$ cat config.mk
export PLATFORM = sky130hd
export DESIGN_NAME = lift_motion_ctrl
export DESIGN_NICKNAME = d
export VERILOG_FILES = /design/src/rtl/lift_pkg.sv /design/src/rtl/lift_timer.sv /design/src/rtl/lift_motion_ctrl.sv
export SDC_FILE = /design/constraint.sdc
export NUM_CORES = 1
export LEC_CHECK = 0
export CORE_MARGIN = 1
export CORE_UTILIZATION = 55
export CTS_BUF_LIST = sky130_fd_sc_hd__clkbuf_16
export CTS_CLUSTER_SIZE = 25
export DETAILED_ROUTE_END_ITERATION = 10
export GPL_TIMING_DRIVEN = 0
export HOLD_SLACK_MARGIN = 0.12
export PLACE_DENSITY = 0.75
export SLEW_MARGIN = 20
export SYNTH_ARGS = -nofsm -noshare
export SYNTH_HDL_FRONTEND = slang
export SYNTH_SLANG_ARGS = --single-unit
$ cat constraint.sdc
create_clock -name clk -period 4.3 [get_ports clk]
set_clock_uncertainty 0.2 [all_clocks]
set_input_delay 0.645 -clock clk [delete_from_list [all_inputs] [get_ports clk]]
set_output_delay 0.645 -clock clk [all_outputs]
set_load 0.05 [all_outputs]
$ cat src/rtl/lift_pkg.sv
// Shared encodings for the lift motion controller: requested direction,
// controller state and the lowest floor number.
package lift_pkg;

  typedef enum logic [1:0] {
    DIR_STOP   = 2'b00,
    DIR_DOWN   = 2'b01,
    DIR_UP     = 2'b10,
    DIR_UPDOWN = 2'b11
  } dir_t;

  typedef enum logic [1:0] {
    ST_IDLE,
    ST_MOVE,
    ST_HOLD,
    ST_HALT
  } state_t;

  localparam int unsigned F_FST = 1;

  // True when floor f lies in 1..n_floors.
  function automatic logic floor_ok(input int unsigned f, input int unsigned n_floors);
    return (f >= F_FST) && (f <= n_floors);
  endfunction

endpackage

$ cat src/rtl/lift_timer.sv
// 32-bit loadable down-counter that times the travel and dwell phases.
// It counts down to zero and then holds there; done is high while at zero.
module lift_timer
  import lift_pkg::*;
(
  input  logic        clk,
  input  logic        reset,
  input  logic        load,
  input  logic [31:0] value,
  input  logic        clear,
  output logic        done
);

  logic [31:0] count;

  always_ff @(posedge clk) begin
    if (reset || clear) begin
      count <= '0;
    end else if (load) begin
      count <= value;
    end else if (count != '0) begin
      count <= count - 32'd1;
    end
  end

  assign done = (count == '0);

endmodule

$ cat src/rtl/lift_motion_ctrl.sv
// One-floor-per-request lift motion controller: IDLE decides, MOVE travels
// for CLK_PER_MOVE cycles, HOLD dwells for CLK_PER_HOLD cycles, HALT on estop.
module lift_motion_ctrl
  import lift_pkg::*;
#(
  parameter int unsigned N_FLOORS     = 7,
  parameter int unsigned FLOOR_W      = 4,
  parameter int unsigned CLK_PER_MOVE = 1000000000,
  parameter int unsigned CLK_PER_HOLD = 10000000
) (
  input  logic               clk,
  input  logic               reset,
  input  logic               door_open,
  input  logic               estop,
  input  logic [FLOOR_W-1:0] cur_floor,
  input  logic [1:0]         dir,
  output logic [FLOOR_W-1:0] next_floor,
  output logic               move,
  output logic               arrive,
  output logic               halted,
  output logic               err
);

  localparam logic [31:0]        MOVE_LD = 32'(CLK_PER_MOVE - 1);
  localparam logic [31:0]        HOLD_LD = 32'(CLK_PER_HOLD - 1);
  localparam logic [FLOOR_W-1:0] TOP_F   = FLOOR_W'(N_FLOORS);
  localparam logic [FLOOR_W-1:0] FST_F   = FLOOR_W'(F_FST);
  localparam logic [FLOOR_W-1:0] ONE_F   = FLOOR_W'(1);

  state_t             state_q, state_d;
  logic [FLOOR_W-1:0] floor_d;
  logic               move_d, arrive_d, halted_d, err_d;
  logic               door_q;
  logic               t_load, t_clear, t_done;
  logic [31:0]        t_value;
  logic               cur_ok;

  lift_timer u_timer (
    .clk   (clk),
    .reset (reset),
    .load  (t_load),
    .value (t_value),
    .clear (t_clear),
    .done  (t_done)
  );

  assign cur_ok = floor_ok(int'(cur_floor), N_FLOORS);

  // The timer is loaded with duration-1 on the entering edge, so the phase
  // ends on the edge where done is already high.
  always_comb begin
    state_d  = state_q;
    floor_d  = next_floor;
    move_d   = move;
    arrive_d = 1'b0;
    halted_d = 1'b0;
    err_d    = 1'b0;
    t_load   = 1'b0;
    t_value  = HOLD_LD;
    t_clear  = 1'b0;

    if (estop) begin
      state_d  = ST_HALT;
      move_d   = 1'b0;
      halted_d = 1'b1;
      t_clear  = 1'b1;
    end else begin
      case (state_q)
        ST_IDLE: begin
          if (door_open) begin
            state_d = ST_HOLD;
            floor_d = cur_floor;
            move_d  = 1'b0;
            t_load  = 1'b1;
            t_value = HOLD_LD;
          end else if (!cur_ok) begin
            err_d = 1'b1;
          end else begin
            case (dir_t'(dir))
              DIR_STOP: begin
                floor_d = cur_floor;
              end
              DIR_UP: begin
                if (cur_floor < TOP_F) begin
                  state_d = ST_MOVE;
                  floor_d = cur_floor + ONE_F;
                  move_d  = 1'b1;
                  t_load  = 1'b1;
                  t_value = MOVE_LD;
                end else begin
                  err_d = 1'b1;
                end
              end
              DIR_DOWN: begin
                if (cur_floor > FST_F) begin
                  state_d = ST_MOVE;
                  floor_d = cur_floor - ONE_F;
                  move_d  = 1'b1;
                  t_load  = 1'b1;
                  t_value = MOVE_LD;
                end else begin
                  err_d = 1'b1;
                end
              end
              default: begin
                err_d = 1'b1;
              end
            endcase
          end
        end

        ST_MOVE: begin
          // Opening the door in motion is flagged once but never stops travel.
          err_d = door_open && !door_q;
          if (t_done) begin
            state_d  = ST_HOLD;
            move_d   = 1'b0;
            arrive_d = 1'b1;
            t_load   = 1'b1;
            t_value  = HOLD_LD;
          end
        end

        ST_HOLD: begin
          if (t_done) begin
            state_d = ST_IDLE;
          end
        end

        ST_HALT: begin
          state_d = ST_HOLD;
          floor_d = cur_floor;
          move_d  = 1'b0;
          t_load  = 1'b1;
          t_value = HOLD_LD;
        end

        default: begin
          state_d = ST_IDLE;
        end
      endcase
    end
  end

  always_ff @(posedge clk) begin
    if (reset) begin
      state_q    <= ST_IDLE;
      next_floor <= FST_F;
      move       <= 1'b0;
      arrive     <= 1'b0;
      halted     <= 1'b0;
      err        <= 1'b0;
      door_q     <= 1'b0;
    end else begin
      state_q    <= state_d;
      next_floor <= floor_d;
      move       <= move_d;
      arrive     <= arrive_d;
      halted     <= halted_d;
      err        <= err_d;
      door_q     <= door_open;
    end
  end

endmodule
==> qor.yml, run 1 <==
detailed_routing:
  wl_um: 5660
  wl_per_cell_um: 14.78
  first_pass_iters: 7
  drt_iter0_drc: 181
  drcViolationCount: 5
  num_vias: 2247
  viasPerCell: 5.867
  ant_nets: 0
logic_synthesis:
  synthMuxAreaShare_pct: 1.540
  yosysSeqAreaShare_pct: 33.11
  ys_warn_count: 0
  synthArstFlopShare_pct: 0
  synth_compound_area_share_pct: 14.87
  synth-seq-cells: 43
  synth_xor_area_share_pct: 10.11
  yosysTopAreaCellShare_pct: 33.11
  ys_types: 51
  synth_area_sq_um: 2600
  synth_top_family_by_area: "simple AND/OR/NAND/NOR gates"
  yosysMostFrequentCell: "dfxtp_1"
  synthCells: 307
  ys_top_cells_by_area: "dfxtp_1 (33%), xor2_1 (8.1%), ha_1 (6.3%)"
  synthAdderAreaFrac_pct: 6.256
  syn_area_per_cell_sq_um: 8.469
  syn_nets: 330
  synth-simple-area-share_pct: 29.69
  synth_common_cells: "dfxtp_1 (43), a21oi_1 (28), xor2_1 (24)"
  synth-main-ff-cell: "dfxtp_1"
  synth.largest_area_cell: "dfxtp_1"
  synth_edf_count: 0
grt:
  grt_overflow_total: 0
  first_global_vias: 2109
  grt_pass1_wl_um: 9722
  grt_max_degree: 13
  antenna_found_initial: 0
  grtUsageTotal_pct: 24.01
floorplanning:
  dieArea_sq_um: 5006
  initial_core_util_pct: 58.50
  die_h_um: 70.76
  io_pins: 18
  core_area_sq_um: 4444
  chipWidth_um: 70.76
  core.rowCount: 24
placement:
  globalplace.congestion: 0.8093
  port_buffers: 16
  dp_hpwl_um: 4011
worst_hold_path:
  hp-class: "register to register"
clock_tree:
  cts_tree: "done"
  clockBufferDepth: 2
  htree_levels: 2
  root_buffer: "clkbuf_16"
  cts_setup_buffers: 0
  clk_pin_slew_worst_paths_ns: 0.06
  hold_buffers: 0
  cts-resized-gates: 0
  clk_latency_ns: 0.28
  cts_made_buffers: 5
  numClockSinks: 43
setup_path:
  arrival_ns: 3.54
  cp-endpoint: "u_timer.count[14]"
  reg2reg_to: "u_timer.count[22]"
  crit_required_ns: 4.21
  r2r_start: "u_timer.count[0]"
  startpoint_type: "input port"
  path_max_fanout: 10
  worst_setup_path_end_kind: "register"
  crit_start: "cur_floor[0]"
  r2r_cells: 8
  path_class: "input port to register"
  rrSetupSlack_ns: 1.59
run_status:
  outcome: "complete, but fails checks"
  violations: "design-rule violations"
sta:
  rsz0062_at_grt: "false"
  hold_viol_final: 0
  maxSlewViolCount: 0
  fin_tns_setup_ns: 0
  post-route-period-util_pct: 84.21
  fin_crit_ns: 3.621
  slew_headroom_pct: 34.54
  worst_slew_pin_slew_ns: 0.9819
  setup_viol: 0
  timing.hold.ws_ns: 0.2985
  fmaxAchievable_mhz: 276.2
pwr:
  power_density_nw_per_um2: 927.9
  p_leak_nw: 1.211
  vdd_drop_max_uv: 523.3
run:
  max_cap_viol_count: 0
cells_and_area:
  syn_to_final_growth_pct: 13.96
  drive_gt1_share_pct: 8.157
  fin_util_pct: 66.67
  nets: 353
  antennaDiodeCount: 0
==> through the flow <==
step	setup WS [ns]	std cells	power (W)	area, sq um
after floorplan	1.620	307	0.002059	2600
final	0.6791	383	0.002749	2963
after global placement	0.4603	375	0.002343	2825
after CTS	0.7307	383	0.002745	2963
after global routing	0.4459	383	0.002987	2963
after detailed placement	0.4448	375	0.002368	2825
==> how the worst min path moves through the flow <==
stage | start | end | slack, ns | cells after the start
finish | next_floor[1] | next_floor[1] | 0.30 | 2
global route | next_floor[1] | next_floor[1] | 0.34 | 2
CTS | move | move | 0.30 | 2
detailed placement | next_floor[1] | next_floor[1] | 0.28 | 2
global placement | move | move | 0.27 | 2
floorplan | door_q | err | 0.27 | 2
==> layer usage <==
| layer | wire length, um | GRT usage (%) |
|---|---|---|
| met3 | 289 | 4.274 |
| met5 | 0 | 0 |
| met4 | 39 | 5.778 |
| met2 | 2515 | 37.39 |
| met1 | 2816 | 34.61 |
==> kinds of logic after synthesis <==
logic type                 count (synthesis)
DFF                                       43
AOI/OAI and AO/OA                         63
adders and majority gates                 13
muxes                                      4
buffers and inverters                     27
xor gates and xnor gates                  30
and+or+nand+nor                          127
==> power breakdown <==
part           internal (W)  switching (W)  leakage [nW]
Clock              0.000210       0.000143        0.0762
Sequential         0.000531       0.000152         0.351
Combinational      0.000715       0.000998         0.783
Total               0.00146        0.00129          1.21
==> flip-flops by register name (all words and copies together) (netlist names) <==
register / count
arrive: 1
door_q: 1
err: 1
halted: 1
move: 1
next_floor: 4
state_q: 2
u_timer.count: 32
==> cell type report <==
class,instances,area (sq um)
clock buffers,5,125.1
clock inverters,3,12.51
flip-flops and latches,43,860.8
plain buffers,15,70.07
well taps,52,65.06
inverters,12,45.04
repair buffers,16,160.2
fillers,398,1481
multi-input cells,237,1624
==> cell usage in the layout, fill, tap and decap left out, drive strengths merged, types with 10 or more instances in the layout <==
master | Yosys | routed
nor4 | 10 | 10
clkbuf | 9 | 14
ha | 13 | 13
clkdlybuf4s50 | 0 | 16
nand2 | 16 | 16
a21oi | 28 | 28
o21ai | 11 | 11
inv | 12 | 14
nor3 | 21 | 21
nor2 | 23 | 23
dfxtp | 43 | 43
xor2 | 24 | 24
nand3 | 22 | 22
==> critical path: stages <==
cell,delay [ns]
clkdlybuf4s50_1,0.64
inv_1,0.08
ha_1,0.26
nor2_1,0.11
o31ai_1,0.07
a2111oi_1,0.63
o31ai_1,0.18
a32oi_1,0.77
a21oi_1,0.14
Note: power is estimated with default switching activity, not from simulation.
==> inputs of run 2 (changes only) <==
==> constraint.sdc (replaced) <==
create_clock -name clk -period 3.6 [get_ports clk]
set_clock_uncertainty 0.2 [all_clocks]
set_input_delay 0.54 -clock clk [delete_from_list [all_inputs] [get_ports clk]]
set_output_delay 0.54 -clock clk [all_outputs]
set_load 0.05 [all_outputs]
==> run 2 against run 1 <==
Highest routed layer unchanged. Core utilization increased by 0.28 points. Largest power group unchanged. The run still ends with design-rule violations left. Largest cell class unchanged. Wire length increased by 0.32%. Critical path depth increased by 1.
==> qor.yml, run 2 (synthesis results as in run 1) <==
cells_and_area:
  syn_to_final_growth_pct: 14.44
  layout_commonest_cell: "dfxtp_1"
  largest_reg_flops: 32  # unchanged
  nets: 353  # unchanged
  antennaDiodeCount: 0  # unchanged
  reg_top3: "u_timer.count: 32 flops, next_floor: 4 flops, state_q: 2 flops"
  mostFrequentLayoutCells: "dfxtp_1 (43), a21oi_1 (28), xor2_1 (24), nor2_1 (23), nand3_1 (20)"
  largest-register: "u_timer.count"
  fillers: 396  # -0.50%
  drive_gt1_share_pct: 8.761  # +0.60 points
floorplanning:
  die_h_um: 70.76  # unchanged
  dieArea_sq_um: 5006  # unchanged
  core.rowCount: 24  # unchanged
  chipWidth_um: 70.76  # unchanged
  initial_core_util_pct: 58.50  # unchanged
  io_pins: 18  # unchanged
  core_area_sq_um: 4444  # unchanged
clock_tree:
  clk_pin_slew_worst_paths_ns: 0.06  # about the same
  root_buffer: "clkbuf_16"
  htree_levels: 2  # unchanged
  hold_buffers: 0  # unchanged
  clk_latency_ns: 0.28  # about the same
  cts_tree: "done"
  clockBufferDepth: 2  # unchanged
  numClockSinks: 43  # unchanged
  cts_made_buffers: 5  # unchanged
grt:
  grt_overflow_total: 0  # unchanged
  grt_pass1_wl_um: 9722  # unchanged
  first_global_vias: 2109  # unchanged
  antenna_found_initial: 0  # unchanged
  grt_max_degree: 13  # unchanged
  grtUsageTotal_pct: 24.01  # unchanged
pwr:
  pwr-share-seq_pct: 24.8  # about the same
  p_int_w: 0.001743  # +20%
  power_w: 0.003288  # +20%
  p_leak_nw: 1.214  # +0.25%
  combPwrFrac_pct: 62.4  # about the same
  power_density_nw_per_um2: 1105  # +19%
  vdd_drop_max_uv: 624.9  # +19%
  switching_power_w: 0.001545  # +19%
  clock_power_share_pct: 12.8  # about the same
  swShare_pct: 46.99  # -0.057 points
setup_path:
  cp-endpoint: "u_timer.count[10]"
  worst_setup_path_end_kind: "register"
  r2r_start: "u_timer.count[0]"
  slowest_delay_ns: 0.63  # -0.14 ns
  crit_start: "cur_floor[0]"
  crit_required_ns: 3.54  # -0.67 ns
  r2r_cells: 8  # unchanged
  cp_top_family: "compound AO/OA/AOI/OAI gates"
  crit_cells: 10  # +1
  path_cells: "clkdlybuf4s50_1 -> inv_1 -> ha_1 -> nor2_1 -> o31ai_1 -> a2111oi_2 -> o221ai_1 -> clkbuf_1 -> nand3_1 -> a21oi_1"
  rrSetupSlack_ns: 0.85  # -0.74 ns
  startpoint_type: "input port"
  crit_slowest_cell: "clkdlybuf4s50_1"
  path_class: "input port to register"
  reg2reg_to: "u_timer.count[22]"
  crit_buf_inv: 3  # +1
  path_max_fanout: 10  # unchanged
  arrival_ns: 3.18  # -0.36 ns
sta:
  slew_headroom_pct: 39.89  # +5.3 points
  post-route-period-util_pct: 90.16
  rsz0062_at_grt: "false"
  fin_crit_ns: 3.246
  maxSlewViolCount: 0  # unchanged
  hold_viol_final: 0  # unchanged
  setup_viol: 0  # unchanged
  worst_slew_pin_slew_ns: 0.8963  # -0.08562 ns
  fmaxAchievable_mhz: 308.1
  setup_slack_ns: 0.3542  # -0.3249 ns
detailed_routing:
  num_vias: 2273  # +1.2%
  wl_per_cell_um: 14.83  # +0.32%
  ant_nets: 0  # unchanged
  wl_um: 5678  # +0.32%
  drt_iter0_drc: 126  # -30%
  drcViolationCount: 5  # unchanged
  viasPerCell: 5.935  # +1.2%
  first_pass_iters: 7  # unchanged
run:
  max_cap_viol_count: 0  # unchanged
placement:
  post-place-ws_ns: -0.1502  # -0.5950 ns
  port_buffers: 16  # unchanged
  globalplace.congestion: 0.8093  # unchanged
  dp_hpwl_um: 4011  # unchanged
run_status:
  outcome: "complete, but fails checks"
  violations: "design-rule violations"
worst_hold_path:
  hp-class: "register to register"
run 2: worst min-delay path by stage:
stage / startpoint / to / slack (ns) / cells past startpoint
3_5_place_dp: next_floor[1] / next_floor[1] / 0.28 / 2
2_1_floorplan: door_q / err / 0.27 / 2
5_1_grt: next_floor[1] / next_floor[1] / 0.34 / 2
3_3_place_gp: move / move / 0.27 / 2
6_report: move / move / 0.29 / 2
4_1_cts: move / move / 0.30 / 2
run 2: tightest hold or removal path, delay by kind of cell (launching register included):
| kind | cells | cell delay [ns] |
|---|---|---|
| flip-flops | 1 | 0.32 |
| AO/OA/AOI/OAI | 1 | 0.06 |
| AND/OR/NAND/NOR | 1 | 0.08 |
run 2: power by group through the flow:
stage / combinational, W / clock (W) / sequential [W]
floorplan: 0.00164 / 0 / 0.000822
global placement: 0.00198 / 0 / 0.000815
detailed placement: 0.00201 / 0 / 0.000819
CTS: 0.00203 / 0.000431 / 0.000813
global route: 0.00228 / 0.000454 / 0.000838
finish: 0.00205 / 0.000421 / 0.000816
run 2: layout make-up:
| cell class | count | area (sq um) | share of cell area [%] |
|---|---|---|---|
| Multi-Input combinational cell | 237 | 1637 | 55.00 |
| Inverter | 12 | 45.04 | 1.514 |
| Timing Repair Buffer | 16 | 160.2 | 5.383 |
| Clock inverter | 3 | 12.51 | 0.4205 |
| Tap cell | 52 | 65.06 | 2.187 |
| Clock buffer | 5 | 125.1 | 4.205 |
| Sequential cell | 43 | 860.8 | 28.93 |
| Buffer | 15 | 70.07 | 2.355 |
run 2: metrics by stage:
stage | instances | cell area, sq um | util (%) | hold WS (ns) | setup TNS, ns
after floorplan | 307 | 2600 | - | 0.2710 | 0
after global placement | 375 | 2825 | 63.57 | 0.2740 | -1.259
after detailed placement | 375 | 2825 | 63.57 | 0.2850 | -1.431
after CTS | 383 | 2963 | 66.67 | 0.3025 | 0
after global routing | 383 | 2975 | 66.95 | 0.3358 | 0
final | 383 | 2975 | 66.95 | 0.2943 | 0
run 2: routing by layer:
layer  routed length [um]  vias to the layer above  global-route usage (%)  part of all wire, %
li1                     -                     1151                       -                    -
met1                 2683                     1063                   34.61                   47
met2                 2602                       55                   37.39                   46
met3                  353                        4                   4.274                  6.2
met4                   39                        0                   5.778                 0.69
met5                    0                        -                       0                    0
run 2: timing repair:
item	CTS	global route
endpoints found under the setup margin	0	10
resized for setup	0	2
setup buffers	0	0
